===== config.mk =====
export PLATFORM = sky130hd
export DESIGN_NAME = fetch_ctrl_flat
export DESIGN_NICKNAME = d
export VERILOG_FILES = /design/src/rtl/fetch_ctrl_pkg.sv /design/src/rtl/fetch_ctrl_if.sv /design/src/rtl/fetch_queue.sv /design/src/rtl/fetch_ctrl.sv /design/src/flat_wrapper.sv
export SDC_FILE = /design/constraint.sdc
export NUM_CORES = 1
export LEC_CHECK = 0
export BUFFER_PORTS_ARGS = -buffer_cell sky130_fd_sc_hd__buf_2
export CELL_PAD_IN_SITES_DETAIL_PLACEMENT = 1
export CELL_PAD_IN_SITES_GLOBAL_PLACEMENT = 2
export CORE_ASPECT_RATIO = 1.5
export CORE_MARGIN = 5
export CORE_UTILIZATION = 36
export CTS_BUF_LIST = sky130_fd_sc_hd__clkbuf_16
export DETAILED_ROUTE_END_ITERATION = 16
export PLACE_DENSITY = 0.78
export SLEW_MARGIN = 20
export SYNTH_ARGS = -nofsm -noshare
export SYNTH_HDL_FRONTEND = slang
export SYNTH_SLANG_ARGS = --single-unit

===== constraint.sdc =====
create_clock -name clk -period 2.91 [get_ports clk]
set_input_delay 0.291 -clock clk [delete_from_list [all_inputs] [get_ports clk]]
set_output_delay 0.291 -clock clk [all_outputs]
set_load 0.01 [all_outputs]

===== src/rtl/fetch_ctrl_pkg.sv =====
// Shared fetch-stage definitions: memory geometry, queue entry layout and FSM encoding.
package fetch_ctrl_pkg;

  localparam int INST_LEN      = 32;
  localparam int MEMI_SIZE_LOG = 3;
  localparam int MEMI_SIZE     = 1 << MEMI_SIZE_LOG;
  localparam int FQ_ENTRY_LEN  = INST_LEN + MEMI_SIZE_LOG;

  localparam logic [MEMI_SIZE_LOG-1:0] MEMI_LAST_PC = MEMI_SIZE_LOG'(MEMI_SIZE - 1);

  typedef enum logic [0:0] {
    FETCH_ST_RUN  = 1'b0,
    FETCH_ST_HALT = 1'b1
  } fetch_st_e;

  typedef struct packed {
    logic [INST_LEN-1:0]      inst;
    logic [MEMI_SIZE_LOG-1:0] pc;
  } fq_entry_t;

  // PC increment; the natural width overflow gives the modulo-size wrap.
  function automatic logic [MEMI_SIZE_LOG-1:0] next_pc(input logic [MEMI_SIZE_LOG-1:0] pc);
    return pc + 1'b1;
  endfunction

endpackage


===== src/rtl/fetch_ctrl_if.sv =====
// Fetch stage bus: memi read port, decode-side dequeue handshake, redirect and status.
interface fetch_ctrl_if;
  import fetch_ctrl_pkg::*;

  logic [MEMI_SIZE_LOG-1:0] memi_req_addr;
  logic [INST_LEN-1:0]      memi_resp_data;
  logic                     deq_valid;
  logic                     deq_ready;
  logic [INST_LEN-1:0]      deq_inst;
  logic [MEMI_SIZE_LOG-1:0] deq_pc;
  logic                     redirect_valid;
  logic [MEMI_SIZE_LOG-1:0] redirect_pc;
  logic                     halted;
  logic [31:0]              stat_fetched;

  // The fetch controller side.
  modport master (
    output memi_req_addr, deq_valid, deq_inst, deq_pc, halted, stat_fetched,
    input  memi_resp_data, deq_ready, redirect_valid, redirect_pc
  );

  // The memory / decode / branch-unit side.
  modport slave (
    input  memi_req_addr, deq_valid, deq_inst, deq_pc, halted, stat_fetched,
    output memi_resp_data, deq_ready, redirect_valid, redirect_pc
  );

endinterface


===== src/rtl/fetch_queue.sv =====
// Generic in-order FIFO with flush, occupancy count and registered full/empty flags.
module fetch_queue #(
  parameter int DEPTH = 4,
  parameter int WIDTH = 8
) (
  input  logic                       clk,
  input  logic                       rst,
  input  logic                       flush,
  input  logic                       push,
  input  logic [WIDTH-1:0]           push_data,
  input  logic                       pop,
  output logic [WIDTH-1:0]           head_data,
  output logic [$clog2(DEPTH):0]     count,
  output logic                       full
);

  localparam int PTR_W = $clog2(DEPTH);
  localparam int CNT_W = PTR_W + 1;

  logic [WIDTH-1:0] mem [DEPTH];
  logic [PTR_W-1:0] head_q;
  logic [PTR_W-1:0] tail_q;
  logic [CNT_W-1:0] count_q;
  logic [CNT_W-1:0] count_next;
  logic             full_q;
  logic             empty_q;
  logic             push_ok;
  logic             pop_ok;

  // Full is registered, so a push is refused while full even if a pop fires this cycle.
  assign push_ok = push && !full_q && !flush;
  assign pop_ok  = pop  && !empty_q && !flush;

  // Next occupancy: +1 on push only, -1 on pop only, unchanged when both fire.
  always_comb begin
    // NOTE: assign a default before any conditional so no latch is inferred.
    count_next = count_q;
    if (push_ok && !pop_ok) begin
      count_next = count_q + 1'b1;
    end else if (pop_ok && !push_ok) begin
      count_next = count_q - 1'b1;
    end
  end

  // Pointer, count and flag state; pointers wrap naturally since DEPTH is a power of two.
  always_ff @(posedge clk) begin
    // NOTE: sequential state uses non-blocking assignments so every register samples pre-edge values.
    if (rst || flush) begin
      head_q  <= '0;
      tail_q  <= '0;
      count_q <= '0;
      full_q  <= 1'b0;
      empty_q <= 1'b1;
    end else begin
      if (push_ok) tail_q <= tail_q + 1'b1;
      if (pop_ok)  head_q <= head_q + 1'b1;
      count_q <= count_next;
      full_q  <= (count_next == CNT_W'(DEPTH));
      empty_q <= (count_next == '0);
    end
  end

  // Entry storage, cleared on reset so the head reads zero out of reset.
  always_ff @(posedge clk) begin
    // NOTE: the storage is deliberately reset; this keeps deq outputs defined, at the cost of reset fan-out.
    if (rst) begin
      for (int i = 0; i < DEPTH; i++) mem[i] <= '0;
    end else if (push_ok) begin
      mem[tail_q] <= push_data;
    end
  end

  assign head_data = mem[head_q];
  assign count     = count_q;
  assign full      = full_q;

endmodule


===== src/rtl/fetch_ctrl.sv =====
// Fetch controller: owns the PC, run/halt FSM, redirect handling and fetch statistics.
module fetch_ctrl
  import fetch_ctrl_pkg::*;
#(
  parameter int                       FQ_DEPTH    = 4,
  parameter bit                       HALT_AT_END = 1'b1,
  parameter logic [MEMI_SIZE_LOG-1:0] RESET_PC    = '0
) (
  input  logic          clk,
  input  logic          rst,
  fetch_ctrl_if.master  bus
);

  localparam int FQ_CNT_W = $clog2(FQ_DEPTH) + 1;

  fetch_st_e                state_q;
  logic [MEMI_SIZE_LOG-1:0] pc_q;
  logic                     halted_q;
  logic [31:0]              stat_q;

  logic                     fq_full;
  logic [FQ_CNT_W-1:0]      fq_count;
  fq_entry_t                fq_head;
  fq_entry_t                fq_push_entry;
  logic                     fetch_fire;
  logic                     deq_valid;
  logic                     deq_fire;

  // A redirect suppresses both enqueue and dequeue and masks the head combinationally.
  assign fetch_fire = (state_q == FETCH_ST_RUN) && !bus.redirect_valid && !fq_full;
  assign deq_valid  = (fq_count != '0) && !bus.redirect_valid;
  assign deq_fire   = deq_valid && bus.deq_ready;

  assign fq_push_entry.inst = bus.memi_resp_data;
  assign fq_push_entry.pc   = pc_q;

  fetch_queue #(
    .DEPTH (FQ_DEPTH),
    .WIDTH (FQ_ENTRY_LEN)
  ) u_fetch_queue (
    .clk       (clk),
    .rst       (rst),
    .flush     (bus.redirect_valid),
    .push      (fetch_fire),
    .push_data (fq_push_entry),
    .pop       (deq_fire),
    .head_data (fq_head),
    .count     (fq_count),
    .full      (fq_full)
  );

  // PC and run/halt FSM: redirect restarts fetch, the last address optionally halts.
  always_ff @(posedge clk) begin
    if (rst) begin
      pc_q     <= RESET_PC;
      state_q  <= FETCH_ST_RUN;
      halted_q <= 1'b0;
    end else if (bus.redirect_valid) begin
      pc_q     <= bus.redirect_pc;
      state_q  <= FETCH_ST_RUN;
      halted_q <= 1'b0;
    end else begin
      case (state_q)
        FETCH_ST_RUN: begin
          if (fetch_fire) begin
            pc_q <= next_pc(pc_q);
            if (HALT_AT_END && (pc_q == MEMI_LAST_PC)) begin
              state_q  <= FETCH_ST_HALT;
              halted_q <= 1'b1;
            end
          end
        end
        FETCH_ST_HALT: begin
          halted_q <= 1'b1;
        end
        default: begin
          state_q  <= FETCH_ST_RUN;
          halted_q <= 1'b0;
        end
      endcase
    end
  end

  // Saturating count of enqueued instructions; flushes do not subtract.
  always_ff @(posedge clk) begin
    if (rst) begin
      stat_q <= '0;
    end else if (fetch_fire && (stat_q != '1)) begin
      stat_q <= stat_q + 32'd1;
    end
  end

  assign bus.memi_req_addr = pc_q;
  assign bus.deq_valid     = deq_valid;
  assign bus.deq_inst      = fq_head.inst;
  assign bus.deq_pc        = fq_head.pc;
  assign bus.halted        = halted_q;
  assign bus.stat_fetched  = stat_q;

endmodule


===== src/flat_wrapper.sv =====
// flat-port wrapper written by rule: the top's interface ports become plain ports
module fetch_ctrl_flat import fetch_ctrl_pkg::*;
#(
  parameter int                       FQ_DEPTH    = 4,
  parameter bit                       HALT_AT_END = 1'b1,
  parameter logic [MEMI_SIZE_LOG-1:0] RESET_PC    = '0
)
  (clk, rst, bus_memi_req_addr, bus_deq_valid, bus_deq_inst, bus_deq_pc, bus_halted, bus_stat_fetched, bus_memi_resp_data, bus_deq_ready, bus_redirect_valid, bus_redirect_pc);
  fetch_ctrl_if bus_i ();
  input  logic clk;
  input  logic rst;
  output wire logic [$bits(bus_i.memi_req_addr)-1:0] bus_memi_req_addr;
  output wire logic [$bits(bus_i.deq_valid)-1:0] bus_deq_valid;
  output wire logic [$bits(bus_i.deq_inst)-1:0] bus_deq_inst;
  output wire logic [$bits(bus_i.deq_pc)-1:0] bus_deq_pc;
  output wire logic [$bits(bus_i.halted)-1:0] bus_halted;
  output wire logic [$bits(bus_i.stat_fetched)-1:0] bus_stat_fetched;
  input wire logic [$bits(bus_i.memi_resp_data)-1:0] bus_memi_resp_data;
  input wire logic [$bits(bus_i.deq_ready)-1:0] bus_deq_ready;
  input wire logic [$bits(bus_i.redirect_valid)-1:0] bus_redirect_valid;
  input wire logic [$bits(bus_i.redirect_pc)-1:0] bus_redirect_pc;
  assign bus_memi_req_addr = bus_i.memi_req_addr;
  assign bus_deq_valid = bus_i.deq_valid;
  assign bus_deq_inst = bus_i.deq_inst;
  assign bus_deq_pc = bus_i.deq_pc;
  assign bus_halted = bus_i.halted;
  assign bus_stat_fetched = bus_i.stat_fetched;
  assign bus_i.memi_resp_data = bus_memi_resp_data;
  assign bus_i.deq_ready = bus_deq_ready;
  assign bus_i.redirect_valid = bus_redirect_valid;
  assign bus_i.redirect_pc = bus_redirect_pc;
  fetch_ctrl #(.FQ_DEPTH(FQ_DEPTH), .HALT_AT_END(HALT_AT_END), .RESET_PC(RESET_PC)) u_core (.clk(clk), .rst(rst), .bus(bus_i));
endmodule

==> impl_metrics.tcl <==
set metrics [dict create \
    post_synthesis_share_of_cell_area_spent_on_full_adders_half_adders_and_majority_gates_pct 1.13 \
    holdWs_ns 0.119 \
    grt_util_all_layers_pct 16.5 \
    ir_worst_vdd_uv 389 \
    outcome "finished clean" \
    postSynthNetCount 685 \
    synth_xor_xnor_area_share_pct 1.88 \
    chipHeight_um 197 \
    final-hold-violation-count 0 \
    nNetsFinal 794 \
    drt_first_pass_iters 4 \
    post_cts_resize_count 0 \
    sum_of_overflow_across_all_layers_after_global_routing 0 \
    cts_tree "built" \
    beginning_of_the_worst_hold_path "bus_redirect_pc[0]" \
    holdPathStages 3 \
    yosys-mux-area-fraction_pct 9.81 \
    clock-root-buffer "sky130_fd_sc_hd__clkbuf_16" \
    final_clock_period_utilization_by_the_worst_path_pct 82.7 \
    final_max_slew_viol_count 0 \
    num_antenna_cells 0 \
    dominant_combinational_cell_family_by_area_after_synthesis "simple AND/OR/NAND/NOR gates" \
    dr_total_vias 5517 \
    timing.rr.start "u_core.bus.stat_fetched[0]" \
    rsz0062_at_grt "false" \
    fraction_of_layout_instances_using_a_drive_strength_above_1_pct 29.4 \
    grt_antenna_before_repair 2 \
    synth_area_um2 8410 \
    cp.required_ns 2.62 \
    setup.worst_path.end_class "output pin" \
    routed_wire_length_per_instance_um 20.0 \
    die_area_um2 26600 \
    critical-path-max-stage-delay_ns 0.64 \
    yosys.area_share.simple_pct 18.0 \
    numCtsBuffers 17 \
    max_cap_viol_count 0 \
    grt_start_max_net_pins 36 \
    dp.cells 1045 \
    post-route-min-period_ns 2.41 \
    crit_slowest_cell "sky130_fd_sc_hd__dfxtp_2" \
    floorplan.initialDensity_pct 36.5 \
    crit_buf_inv 2 \
    synthesis.area_per_instance_um2 13.1 \
    place.gp.congestion 0.800 \
    flip_flop_and_latch_count_after_synthesis 188 \
    worst_slew_pin_slew_ns 1.02 \
    power.density_cell_area_nw_per_um2 566 \
    worst_setup_path_start_kind "flip-flop" \
    clock_tree.htree_level_count 4 \
    postSynthCellCount 640 \
    setup_cp_type "flip-flop to output pin" \
    first_global_vias 6146 \
    layout.core_utilization_pct 43.2 \
    clock-skew-final_ns 0.00890 \
    ctsHoldBuffers 0 \
    detail_route.iter0.violations 232 \
    worst-path-stages 3 \
    setup_viol 0 \
    post-dp-hpwl_mm 14.4 \
    setup_slack_ns 0.503 \
    fp.coreArea_um2 23100 \
    rrSetupSlack_ns 0.65 \
    ys.flop_type "sky130_fd_sc_hd__edfxtp_1" \
    worstPathCellList "buf_12, mux4_2, buf_2" \
    slew_headroom_pct 31.9 \
    grt_pass1_wl_mm 33.8 \
    synth_enable_flop_cells 140 \
    holdPathEnd "u_core.bus.memi_req_addr[0]" \
    routed_via_density 5.12 \
    cts_max_path_buffers 2 \
    cp_top_delay_family "flip-flops" \
    worst-r2r-cell-count 7 \
    max_clock_freq_mhz 415 \
    port_buffers 110 \
    preCtsSetupSlack_ns 0.644 \
    drt_wl_total_mm 21.6 \
    crit_path_max_fanout 24 \
    clock_sinks 188 \
    finish.cell_count_without_fillers 1077 \
    hold_path_class "primary input to flip-flop" \
    compound_gate_fraction_of_synth_area_pct 4.84 \
    synth_sequential_area_ratio_pct 61.4 \
    chipWidth_um 135 \
    p_leak_uw 0.00386 \
    rr_endpoint "u_core.bus.stat_fetched[28]" \
    final_antenna_net_count 0 \
    cts.reportedPaths.clkPinSlew_ns 0.07 \
    yosysWarnings 0 \
    clk-insertion-delay-late_ns 0.43 \
    yosysUniqueCellTypes 54 \
    number_of_standard_cell_rows_in_the_floorplan 68 \
    areaGrowthSynthToFinish_pct 18.4 \
    setup_total_negative_slack_ns 0 \
    worst-endpoint-arrival_ns 2.12 \
    ys_async_sr_fraction_pct 0 \
    cts.repair_timing.setup_buffer_count 0 \
    i_o_pin_count 111 \
    drt_drc_violations_left 0 \
]
==> per-layer routing <==
layer / up-vias / global-route usage, % / part of all wire, %
met5: - / 0 / 0.093
met4: 2 / 5.25 / 1.5
met3: 29 / 4.26 / 5.0
met2: 135 / 31.4 / 56
met1: 2793 / 17.7 / 38
li1: 2558 / - / -
==> flip-flops by register name, summed over array words and instances, names as in the netlist, named ones only <==
name and count:
u_core.bus.halted 1, u_core.u_fetch_queue.count 3, u_core.u_fetch_queue.mem 140, u_core.state_q 1, u_core.u_fetch_queue.full 1, u_core.bus.memi_req_addr 3
u_core.u_fetch_queue.empty_q 1, u_core.u_fetch_queue.tail_q 2, u_core.u_fetch_queue.head_q 2, u_core.bus.stat_fetched 32
==> per-stage QoR <==
step	total power, uW	instance area, um^2
6_report	5640	9950
2_1_floorplan	3310	8410
3_5_place_dp	3510	9400
4_1_cts	5690	9950
5_1_grt	5850	9950
3_3_place_gp	3480	9400
==> Yosys cell counts, types with 6 or more instances <==
master,instances,share of area (%)
sky130_fd_sc_hd__or4_1,7,0.63
sky130_fd_sc_hd__ha_1,6,0.89
sky130_fd_sc_hd__o21ai_0,7,0.42
sky130_fd_sc_hd__and3_1,25,1.9
sky130_fd_sc_hd__nand3_1,11,0.65
sky130_fd_sc_hd__nand4_1,6,0.45
sky130_fd_sc_hd__a21oi_1,24,1.4
sky130_fd_sc_hd__or3_1,7,0.52
sky130_fd_sc_hd__xnor2_1,16,1.7
sky130_fd_sc_hd__nor2_1,64,2.9
sky130_fd_sc_hd__dfxtp_1,48,11
sky130_fd_sc_hd__o31ai_1,7,0.63
sky130_fd_sc_hd__clkbuf_1,30,1.3
sky130_fd_sc_hd__a211oi_1,6,0.54
sky130_fd_sc_hd__inv_1,25,1.1
sky130_fd_sc_hd__or2_2,6,0.45
sky130_fd_sc_hd__nor3_1,7,0.42
sky130_fd_sc_hd__mux4_2,35,9.4
sky130_fd_sc_hd__edfxtp_1,140,50
sky130_fd_sc_hd__and2_1,82,6.1
sky130_fd_sc_hd__buf_2,6,0.36
sky130_fd_sc_hd__nand2_1,27,1.2
==> worst register-to-register path, cell delays in order (launching register included) <==
cell and delay [ns]:
sky130_fd_sc_hd__dfxtp_1 0.42, sky130_fd_sc_hd__ha_1 0.25, sky130_fd_sc_hd__and3_1 0.27, sky130_fd_sc_hd__nand3_1 0.10, sky130_fd_sc_hd__buf_4 0.19, sky130_fd_sc_hd__or4b_4 0.52
sky130_fd_sc_hd__or3_1 0.32, sky130_fd_sc_hd__a21oi_1 0.14
==> cell type report <==
type | instances | area, um^2
flip-flops and latches | 188 | 5170
inverters | 25 | 93.8
well taps | 315 | 394
clock inverters | 15 | 126
repair buffers | 127 | 716
multi-input cells | 390 | 3030
fillers | 2433 | 13100
clock buffers | 17 | 425
==> power breakdown <==
part           switching [uW]  leakage (uW)  internal (uW)
Clock                    1020      0.000257           1170
Combinational             231       0.00176            155
Sequential               45.4       0.00185           3010
Total                    1300       0.00386           4340
==> how the worst max path moves through the flow <==
| stage | startpoint | to | slack (ns) |
|---|---|---|---|
| floorplan | u_core.state_q | u_core.u_fetch_queue.mem[1][0] | 0.72 |
| global placement | bus_redirect_valid | u_core.u_fetch_queue.mem[1][15] | 0.70 |
| detailed placement | bus_redirect_valid | u_core.bus.stat_fetched[27] | 0.64 |
| CTS | flip-flop | bus_deq_pc[2] | 0.44 |
| global route | flip-flop | bus_deq_pc[2] | 0.36 |
| finish | flip-flop | bus_deq_pc[2] | 0.50 |
==> layout by cell type (no fill, tap or decap), types with 11 or more instances in the layout <==
master,synthesis,final
sky130_fd_sc_hd__nand3_1,11,11
sky130_fd_sc_hd__a21oi_1,24,24
sky130_fd_sc_hd__xnor2_1,16,16
sky130_fd_sc_hd__clkbuf_16,0,17
sky130_fd_sc_hd__buf_4,0,14
sky130_fd_sc_hd__edfxtp_1,140,140
sky130_fd_sc_hd__inv_1,25,25
sky130_fd_sc_hd__dfxtp_1,48,46
sky130_fd_sc_hd__mux4_2,35,35
sky130_fd_sc_hd__nand2_1,27,27
sky130_fd_sc_hd__buf_2,6,110
sky130_fd_sc_hd__nor2_1,64,61
sky130_fd_sc_hd__and3_1,25,25
sky130_fd_sc_hd__and2_1,82,82
==> cell families after synthesis <==
kind of cell,after synthesis
AO/OA/AOI/OAI,59
XOR/XNOR,18
adder cells (fa/ha/maj),8
buffers and inverters,62
flip-flops,188
multiplexers,38
AND/OR/NAND/NOR,267
No activity file was read; power rests on OpenSTA's default activity.
